==> src/rtl/data_sram_axi_bridge_pkg.sv <==
// Shared definitions for the EX-stage data SRAM to AXI bridge:
// FSM state encodings, AXI transfer-size codes and response helpers.
package data_sram_axi_bridge_pkg;

  typedef enum logic [2:0] {
    BR_IDLE  = 3'd0,
    BR_RD_A  = 3'd1,
    BR_RD_D  = 3'd2,
    BR_WR_AW = 3'd3,
    BR_WR_B  = 3'd4,
    BR_DONE  = 3'd5
  } br_state_e;

  localparam logic [2:0] SIZE_B = 3'b000;
  localparam logic [2:0] SIZE_H = 3'b001;
  localparam logic [2:0] SIZE_W = 3'b010;

  localparam logic [1:0] RESP_OKAY = 2'b00;

  // Any response other than OKAY is reported to the core as a bus error.
  function automatic logic resp_is_err(input logic [1:0] resp);
    return resp != RESP_OKAY;
  endfunction

endpackage

==> src/rtl/data_sram_axi_bridge_wen_to_axsize.sv <==
// Maps SRAM byte write enables onto an AXI transfer size.
// A single byte lane is a byte access, an aligned half-word lane pair is a
// half-word access, and every other pattern is sent as a full word with
// strobes doing the masking. Shared with the instruction-side bridge.
module data_sram_axi_bridge_wen_to_axsize
  import data_sram_axi_bridge_pkg::*;
(
  input  logic [3:0] wen,
  output logic [2:0] axsize
);

  // Pure decode of the lane pattern; anything unrecognised falls back to word.
  always_comb begin
    axsize = SIZE_W;
    case (wen)
      4'b0001, 4'b0010, 4'b0100, 4'b1000: axsize = SIZE_B;
      4'b0011, 4'b1100:                   axsize = SIZE_H;
      default:                            axsize = SIZE_W;
    endcase
  end

endmodule

==> src/rtl/data_sram_axi_bridge.sv <==
// Responder end of the EX-stage data SRAM interface. Each single-word SRAM
// request becomes one AXI4-lite-style read or write; the pipeline is stalled
// until the transaction finishes, and read data is held for the MEM stage.
// Only one request is ever outstanding. Only DATA_W = 32 is supported.
module data_sram_axi_bridge
  import data_sram_axi_bridge_pkg::*;
#(
  parameter logic [3:0] AXI_ID = 4'd1,
  parameter int          ADDR_W = 32,
  parameter int          DATA_W = 32
) (
  input  logic              clk,
  input  logic              rst,

  input  logic              data_sram_en,
  input  logic [3:0]        data_sram_wen,
  input  logic [ADDR_W-1:0] data_sram_addr,
  input  logic [DATA_W-1:0] data_sram_wdata,
  output logic [DATA_W-1:0] data_sram_rdata,
  output logic              stallreq_for_bus,
  output logic              bus_err,

  output logic [ADDR_W-1:0] araddr,
  output logic [3:0]        arid,
  output logic [2:0]        arsize,
  output logic              arvalid,
  input  logic              arready,

  input  logic [DATA_W-1:0] rdata,
  input  logic [1:0]        rresp,
  input  logic              rvalid,
  output logic              rready,

  output logic [ADDR_W-1:0] awaddr,
  output logic [3:0]        awid,
  output logic [2:0]        awsize,
  output logic              awvalid,
  input  logic              awready,

  output logic [DATA_W-1:0] wdata,
  output logic [3:0]        wstrb,
  output logic              wvalid,
  input  logic              wready,

  input  logic [1:0]        bresp,
  input  logic              bvalid,
  output logic              bready
);

  br_state_e         state;
  logic [ADDR_W-1:0] addr_q;
  logic [DATA_W-1:0] wdata_q;
  logic [3:0]        wen_q;
  logic              aw_done;
  logic              w_done;

  logic              aw_hs;
  logic              w_hs;
  logic              aw_ok;
  logic              w_ok;

  // AW and W are independent channels; a handshake this cycle counts the
  // same as one recorded earlier when deciding whether both have finished.
  assign aw_hs = awvalid & awready;
  assign w_hs  = wvalid & wready;
  assign aw_ok = aw_done | aw_hs;
  assign w_ok  = w_done | w_hs;

  // AXI-side address/data come from the latched request only, so they stay
  // stable while valid is high no matter what EX does to its inputs.
  assign araddr = {addr_q[ADDR_W-1:2], 2'b00};
  assign arid   = AXI_ID;
  assign arsize = SIZE_W;
  assign awaddr = addr_q;
  assign awid   = AXI_ID;
  assign wdata  = wdata_q;
  assign wstrb  = wen_q;

  data_sram_axi_bridge_wen_to_axsize u_wen_to_axsize (
    .wen    (wen_q),
    .axsize (awsize)
  );

  // Stall from the very cycle a request appears until the transaction is
  // finished; DONE is the single released cycle in which the pipeline moves.
  always_comb begin
    stallreq_for_bus = 1'b1;
    case (state)
      BR_IDLE:  stallreq_for_bus = data_sram_en;
      BR_RD_A:  stallreq_for_bus = 1'b1;
      BR_RD_D:  stallreq_for_bus = 1'b1;
      BR_WR_AW: stallreq_for_bus = 1'b1;
      BR_WR_B:  stallreq_for_bus = 1'b1;
      BR_DONE:  stallreq_for_bus = 1'b0;
      default:  stallreq_for_bus = 1'b0;
    endcase
  end

  // Transaction FSM with registered valid/ready outputs, captured read data
  // and a bus_err flag that is only ever high during the DONE cycle.
  always_ff @(posedge clk) begin
    if (rst) begin
      state           <= BR_IDLE;
      addr_q          <= '0;
      wdata_q         <= '0;
      wen_q           <= '0;
      aw_done         <= 1'b0;
      w_done          <= 1'b0;
      arvalid         <= 1'b0;
      rready          <= 1'b0;
      awvalid         <= 1'b0;
      wvalid          <= 1'b0;
      bready          <= 1'b0;
      data_sram_rdata <= '0;
      bus_err         <= 1'b0;
    end else begin
      bus_err <= 1'b0;
      case (state)
        BR_IDLE: begin
          if (data_sram_en) begin
            addr_q <= data_sram_addr;
            if (data_sram_wen == 4'b0000) begin
              arvalid <= 1'b1;
              state   <= BR_RD_A;
            end else begin
              wdata_q <= data_sram_wdata;
              wen_q   <= data_sram_wen;
              awvalid <= 1'b1;
              wvalid  <= 1'b1;
              aw_done <= 1'b0;
              w_done  <= 1'b0;
              state   <= BR_WR_AW;
            end
          end
        end

        BR_RD_A: begin
          if (arready) begin
            arvalid <= 1'b0;
            rready  <= 1'b1;
            state   <= BR_RD_D;
          end
        end

        BR_RD_D: begin
          if (rvalid) begin
            rready          <= 1'b0;
            data_sram_rdata <= rdata;
            bus_err         <= resp_is_err(rresp);
            state           <= BR_DONE;
          end
        end

        BR_WR_AW: begin
          if (aw_hs) begin
            awvalid <= 1'b0;
            aw_done <= 1'b1;
          end
          if (w_hs) begin
            wvalid <= 1'b0;
            w_done <= 1'b1;
          end
          if (aw_ok && w_ok) begin
            bready <= 1'b1;
            state  <= BR_WR_B;
          end
        end

        BR_WR_B: begin
          if (bvalid) begin
            bready  <= 1'b0;
            bus_err <= resp_is_err(bresp);
            state   <= BR_DONE;
          end
        end

        BR_DONE: begin
          state <= BR_IDLE;
        end

        default: begin
          state <= BR_IDLE;
        end
      endcase
    end
  end

endmodule
==> config.mk <==
export PLATFORM = sky130hd
export DESIGN_NAME = data_sram_axi_bridge
export DESIGN_NICKNAME = d
export VERILOG_FILES = /design/src/rtl/data_sram_axi_bridge_pkg.sv /design/src/rtl/data_sram_axi_bridge_wen_to_axsize.sv /design/src/rtl/data_sram_axi_bridge.sv
export SDC_FILE = /design/constraint.sdc
export NUM_CORES = 1
export LEC_CHECK = 0
export BUFFER_PORTS_ARGS = -buffer_cell sky130_fd_sc_hd__buf_2
export CORE_ASPECT_RATIO = 1.1
export CORE_MARGIN = 4
export CORE_UTILIZATION = 48
export CTS_BUF_LIST = sky130_fd_sc_hd__clkbuf_8
export CTS_CLUSTER_SIZE = 40
export DETAILED_ROUTE_END_ITERATION = 10
export PLACE_DENSITY = 0.93
export SYNTH_ARGS = -nofsm -noshare
export SYNTH_HDL_FRONTEND = slang
export SYNTH_SLANG_ARGS = --single-unit
export TNS_END_PERCENT = 5
==> constraint.sdc <==
create_clock -name clk -period 4.55 [get_ports clk]
set_input_delay 1.365 -clock clk [delete_from_list [all_inputs] [get_ports clk]]
set_output_delay 1.365 -clock clk [all_outputs]
set_load 0.02 [all_outputs]
==> flow_metrics.env, run 1 <==
export IMPL_cts_root_buffer="clkbuf_8"
export IMPL_antenna_found_initial=0
export IMPL_vias_per_cell=4.846
export IMPL_cp_slowest_stage_delay_ns=0.19
export IMPL_placed_area_um2=5343
export IMPL_area_delta_synth_final_pct=27.18
export IMPL_p_per_area_nw_per_um2=530.4
export IMPL_grt_pass1_vias=3903
export IMPL_final_area_um2=5544
export IMPL_io_pins=265
export IMPL_hold_violations=0
export IMPL_drc=0
export IMPL_synth_avg_cell_area_um2=7.869
export IMPL_drive_gt1_frac=0.3624
export IMPL_path_class="in -> out"
export IMPL_die_area_um2=10670
export IMPL_period_needed_ns=3.240
export IMPL_async_reset_ff_frac=0
export IMPL_cp_common_cell="buf_2"
export IMPL_grt_usage=0.2108
export IMPL_crit_required_ns=3.18
export IMPL_grt_max_degree=76
export IMPL_slowest_stage="buf_2"
export IMPL_drt_iter0_drc=204
export IMPL_rsz0062_at_grt="no"
export IMPL_critPathCaptureType="primary output"
export IMPL_hold_path_class="reg -> reg"
export IMPL_clockBufferDepth=2
export IMPL_diodes=0
export IMPL_yosysSeqAreaShare=0.5098
export IMPL_ys_types=35
export IMPL_insertion_delay_ns=0.36
export IMPL_vias=4216
export IMPL_clkTransAtPathRegs_ns=0.10
export IMPL_cts_resized=0
export IMPL_grt_pass1_wl_um=18420
export IMPL_hpwl_um=8841
export IMPL_fmax_mhz=308.6
export IMPL_synthCells=554
export IMPL_rows=36
export IMPL_crit_chain="buf_2 > nor2_1 > mux2i_1 > buf_2"
export IMPL_path_max_fanout=5
export IMPL_leakage_uw=0.002674
export IMPL_maxCapViolCount=0
export IMPL_stdcell_count=870
export IMPL_fillers=829
export IMPL_slew_viol_final=0
export IMPL_dr_pass1_iters=4
export IMPL_finalCritPeriodShare=0.7121
export IMPL_synth_area_um2=4359
export IMPL_ir_worst_vdd_v=0.0002860
export IMPL_slew_headroom=0.2580
export IMPL_fp_dieH_um=108.0
export IMPL_ys_seq_elements=111
export IMPL_die_w_um=98.86
export IMPL_worst_setup_path_start_kind="primary input"
export IMPL_yosysWarnings=0
export IMPL_core_area_um2=8874
export IMPL_fin_nets=863
export IMPL_initial_core_util=0.4913
export IMPL_outcome="finished, final reports clean"
export IMPL_worst_slew_pin_slew_ns=1.113
export IMPL_cts_buffers=9
export IMPL_cts_tree="built"
export IMPL_cts_htree_levels=3
export IMPL_setup_viol=0
export IMPL_setup_tns_final_ns=0
export IMPL_portBuffers=250
export IMPL_gp_congestion=0.7781
export IMPL_detail_route_antenna_nets=0
export IMPL_wire_per_inst_um=13.55
export IMPL_clock_skew_ns=0.01286
export IMPL_cts_setup_buffers=0
export IMPL_synth_ff_type="dfxtp_1"
export IMPL_grt_overflow=0
export IMPL_dp_cells=854
export IMPL_hold_buffers=0
export IMPL_totalWireLength_um=11790
export IMPL_synth_edf_count=0
export IMPL_clkSinkCount=111
export IMPL_crit_arrival_ns=1.87
## synthesized netlist by cell type (3+ instances only)
| cell | count | area [um^2] |
|---|---|---|
| a22oi_1 | 3 | 22.52 |
| buf_6 | 3 | 33.78 |
| a21oi_1 | 103 | 515.5 |
| clkbuf_1 | 23 | 86.33 |
| buf_4 | 45 | 337.8 |
| dfxtp_1 | 111 | 2222 |
| a311oi_1 | 3 | 26.28 |
| nand3_1 | 4 | 20.02 |
| buf_2 | 10 | 50.05 |
| o21ai_0 | 4 | 20.02 |
| nor2_1 | 14 | 52.55 |
| nand2_1 | 200 | 750.7 |
## placed cells by master, fill, tap and decap left out, types with 2 or more instances in the layout
master	n
clkbuf_8	9
inv_1	2
nor2_1	14
a21oi_1	103
a22oi_1	3
clkinv_2	2
conb_1	14
or3_1	2
a32oi_1	2
nor3_1	2
buf_4	6
a311oi_1	3
nand2_1	200
nand3_1	4
or4_1	2
o21ai_0	4
inv_6	2
dfxtp_1	111
buf_2	249
nand2b_1	2
nor2b_1	2
## registers in the layout, indices dropped and copies added, names as in the netlist, 3 cells and up
register	count
state	3
wstrb	4
wdata	32
awaddr	32
data_sram_rdata	32
## logic make-up after synthesis
kind of cell    synth area share
mux                     0.002296
simple gates              0.2156
other cells             0.001723
buf+inv                   0.1183
flops                     0.5098
compound gates            0.1504
xor+xnor                0.002010
## routing by layer
layer / up-vias / global-route usage / part of all wire
li1: 2135 / - / -
met1: 1876 / 0.2363 / 0.37
met2: 182 / 0.3839 / 0.51
met3: 23 / 0.06452 / 0.095
met4: 0 / 0.06146 / 0.022
met5: - / 0 / 0
## path summary, 6_finish.rpt
path / slack, ns / endpoint / start / depth (start not counted)
max: 1.31 / stallreq_for_bus / data_sram_en / 4
min: 0.46 / data_sram_rdata[30] / data_sram_rdata[30] / 2
max reg2reg: 2.24 / wvalid / state[2] / 5
min reg2reg: 0.46 / data_sram_rdata[30] / data_sram_rdata[30] / 2
## stage by stage
stage / setup slack [ns] / utilization / power (uW) / hold WS, ns
2_1_floorplan: 1.413 / - / 2099 / 0.4545
3_3_place_gp: 1.336 / 0.6021 / 2351 / 0.4388
6_report: 1.310 / 0.6248 / 2940 / 0.4551
5_1_grt: 1.280 / 0.6248 / 3143 / 0.4750
3_5_place_dp: 1.296 / 0.6021 / 2375 / 0.4431
4_1_cts: 1.302 / 0.6248 / 2975 / 0.4586
## where the power goes
part	internal, uW	switching, uW	total [uW]
Combinational	347	730	1080
Sequential	1140	130	1270
Clock	262	334	596
Total	1750	1190	2940
## critical path: cells and delay by family
kind | cells | cell delay (ns)
buffers and inverters | 2 | 0.32
muxes | 1 | 0.15
and+or+nand+nor | 1 | 0.05
## area by class of cell
cell class                 instances  area (um^2)  share of cell area
multi-input combinational        372         1679              0.3029
timing repair buffer             255         1291              0.2329
inverter                           2        7.507            0.001354
clock inverter                     7        77.57             0.01399
tap                              114        142.6             0.02573
clock buffer                       9        123.9             0.02234
sequential                       111         2222              0.4008
Note: power is estimated with default switching activity, not from simulation.
==> run 2, diff against run 1 <==
- CORE_UTILIZATION: 48 -> 45
- PLACE_DENSITY: 0.93 -> 0.88
- clock period: 4.55 -> 3.2 ns (I/O delays scaled with it)
==> run 2 against run 1 <==
Against the previous run:
- clock skew rose by 0.0023 ns
- global-route usage shrank 1.5 points
- flip-flop and latch count unchanged
- first-iteration DRC count is 36% lower
- non-clock buffer count grew 1
- core utilization shrank 3.8 points
- final cell count grew 0.34%
- worst hold slack improved by 0.00078 ns
- critical endpoint unchanged
==> flow_metrics.env, run 2 (synthesized netlist as in run 1, its figures left out) <==
export IMPL_grt_usage=0.1961
export IMPL_fp_dieH_um=111.2
export IMPL_mostFrequentLayoutCells="buf_2 (249), nand2_1 (200), dfxtp_1 (111)"
export IMPL_worst_slew_pin_slew_ns=1.076
export IMPL_path_max_fanout=13
export IMPL_cts_resized=0
export IMPL_die_area_um2=11330
export IMPL_dp_cells=858
export IMPL_leakage_uw=0.002660
export IMPL_rrSetupSlack_ns=1.11
export IMPL_clockBufferDepth=2
export IMPL_cts_root_buffer="clkbuf_8"
export IMPL_outcome="finished, final reports clean"
export IMPL_portBuffers=250
export IMPL_antenna_found_initial=0
export IMPL_grt_max_degree=85
export IMPL_dr_pass1_iters=4
export IMPL_finalCritPeriodShare=0.7858
export IMPL_crit_required_ns=2.24
export IMPL_min_to="wdata[29]"
export IMPL_fmax_mhz=397.7
export IMPL_p_per_area_nw_per_um2=737.3
export IMPL_clkSinkCount=111
export IMPL_cts_setup_buffers=0
export IMPL_io_pins=265
export IMPL_insertion_delay_ns=0.36
export IMPL_holdPathStages=2
export IMPL_hpwl_um=8691
export IMPL_worst_setup_path_start_kind="flop"
export IMPL_stdcell_count=873
export IMPL_core_area_um2=9398
export IMPL_vias=4202
export IMPL_setup_viol=0
export IMPL_cts_htree_levels=3
export IMPL_grt_pass1_vias=3825
export IMPL_diodes=0
export IMPL_area_delta_synth_final_pct=26.55
export IMPL_vias_per_cell=4.813
export IMPL_die_w_um=101.8
export IMPL_grt_overflow=0
export IMPL_slew_headroom=0.2828
export IMPL_rsz0062_at_grt="no"
export IMPL_gp_congestion=0.8138
export IMPL_period_needed_ns=2.514
export IMPL_r2r_worst_path_cells=5
export IMPL_rows=37
export IMPL_totalWireLength_um=11730
export IMPL_slew_viol_final=0
export IMPL_cts_buffers=9
export IMPL_clkTransAtPathRegs_ns=0.11
export IMPL_drt_iter0_drc=131
export IMPL_maxCapViolCount=0
export IMPL_cts_tree="built"
export IMPL_power_uw=4067
export IMPL_r2r_start="state[0]"
export IMPL_fin_nets=864
export IMPL_clock_skew_ns=0.01512
export IMPL_critPathCaptureType="primary output"
export IMPL_initial_core_util=0.4639
export IMPL_grt_pass1_wl_um=17990
export IMPL_crit_arrival_ns=1.55
export IMPL_path_class="reg -> out"
export IMPL_hold_start="wdata[29]"
export IMPL_fillers=912
export IMPL_detail_route_antenna_nets=0
export IMPL_setup_tns_final_ns=0
export IMPL_hold_path_class="reg -> reg"
export IMPL_drive_gt1_frac=0.3611
export IMPL_final_common_cell="buf_2"
export IMPL_holdWs_ns=0.4559
export IMPL_wire_per_inst_um=13.44
export IMPL_hold_buffers=0
export IMPL_regToRegEndpoint="wdata[30]"
export IMPL_ir_worst_vdd_v=0.0003428
export IMPL_hold_violations=0
export IMPL_drc=0
==> run 2: changes by cell type in the layout (fill, tap and decap cells not counted) <==
cell	delta
clkinvlp_4	+1
inv_6	-1
inv_8	-1
inv_1	+1
buf_4	+1
bufinv_16	-1
==> run 2: through the flow <==
step	cell area, um^2	setup WS [ns]	util
floorplan	4404	0.8728	-
CTS	5517	0.6853	0.5870
detailed placement	5354	0.6074	0.5697
global placement	5354	0.6988	0.5697
finish	5517	0.6856	0.5870
global route	5517	0.5583	0.5870
==> run 2: worst max path at each step <==
| stage | start | endpoint | slack [ns] |
|---|---|---|---|
| after floorplan | data_sram_en | stallreq_for_bus | 0.87 |
| after global placement | data_sram_en | wdata[28] | 0.70 |
| after detailed placement | data_sram_en | wdata[30] | 0.61 |
| after CTS | state[0] | stallreq_for_bus | 0.69 |
| after global routing | state[0] | stallreq_for_bus | 0.56 |
| final | state[0] | stallreq_for_bus | 0.69 |
==> run 2: critical path, stage by stage (launching register included) <==
cell and delay [ns]:
dfxtp_1 0.64, nor2_1 0.17, mux2i_1 0.18, buf_2 0.20
==> run 2: layer usage <==
layer	global-route usage	routed length [um]	part of all wire	vias to the layer above
met4	0.05774	182	0.016	0
met1	0.2255	4547	0.39	1881
li1	-	-	-	2136
met3	0.05601	1113	0.095	15
met2	0.3473	5885	0.50	170
met5	0	0	0	-
==> run 2: area by class of cell <==
cell class	instances	area, um^2	area share
Sequential cell	111	2222	0.4028
Multi-Input combinational cell	372	1679	0.3044
Timing Repair Buffer	256	1299	0.2354
Clock inverter	6	38.79	0.007031
Clock buffer	9	123.9	0.02245
Tap cell	117	146.4	0.02654
Inverter	2	7.507	0.001361
==> run 2: report_power, final <==
part           switching (uW)  internal [uW]  total [uW]
clock network             454            278         732
logic                    1040            499        1540
registers                 179           1620        1790
total                    1670           2390        4070
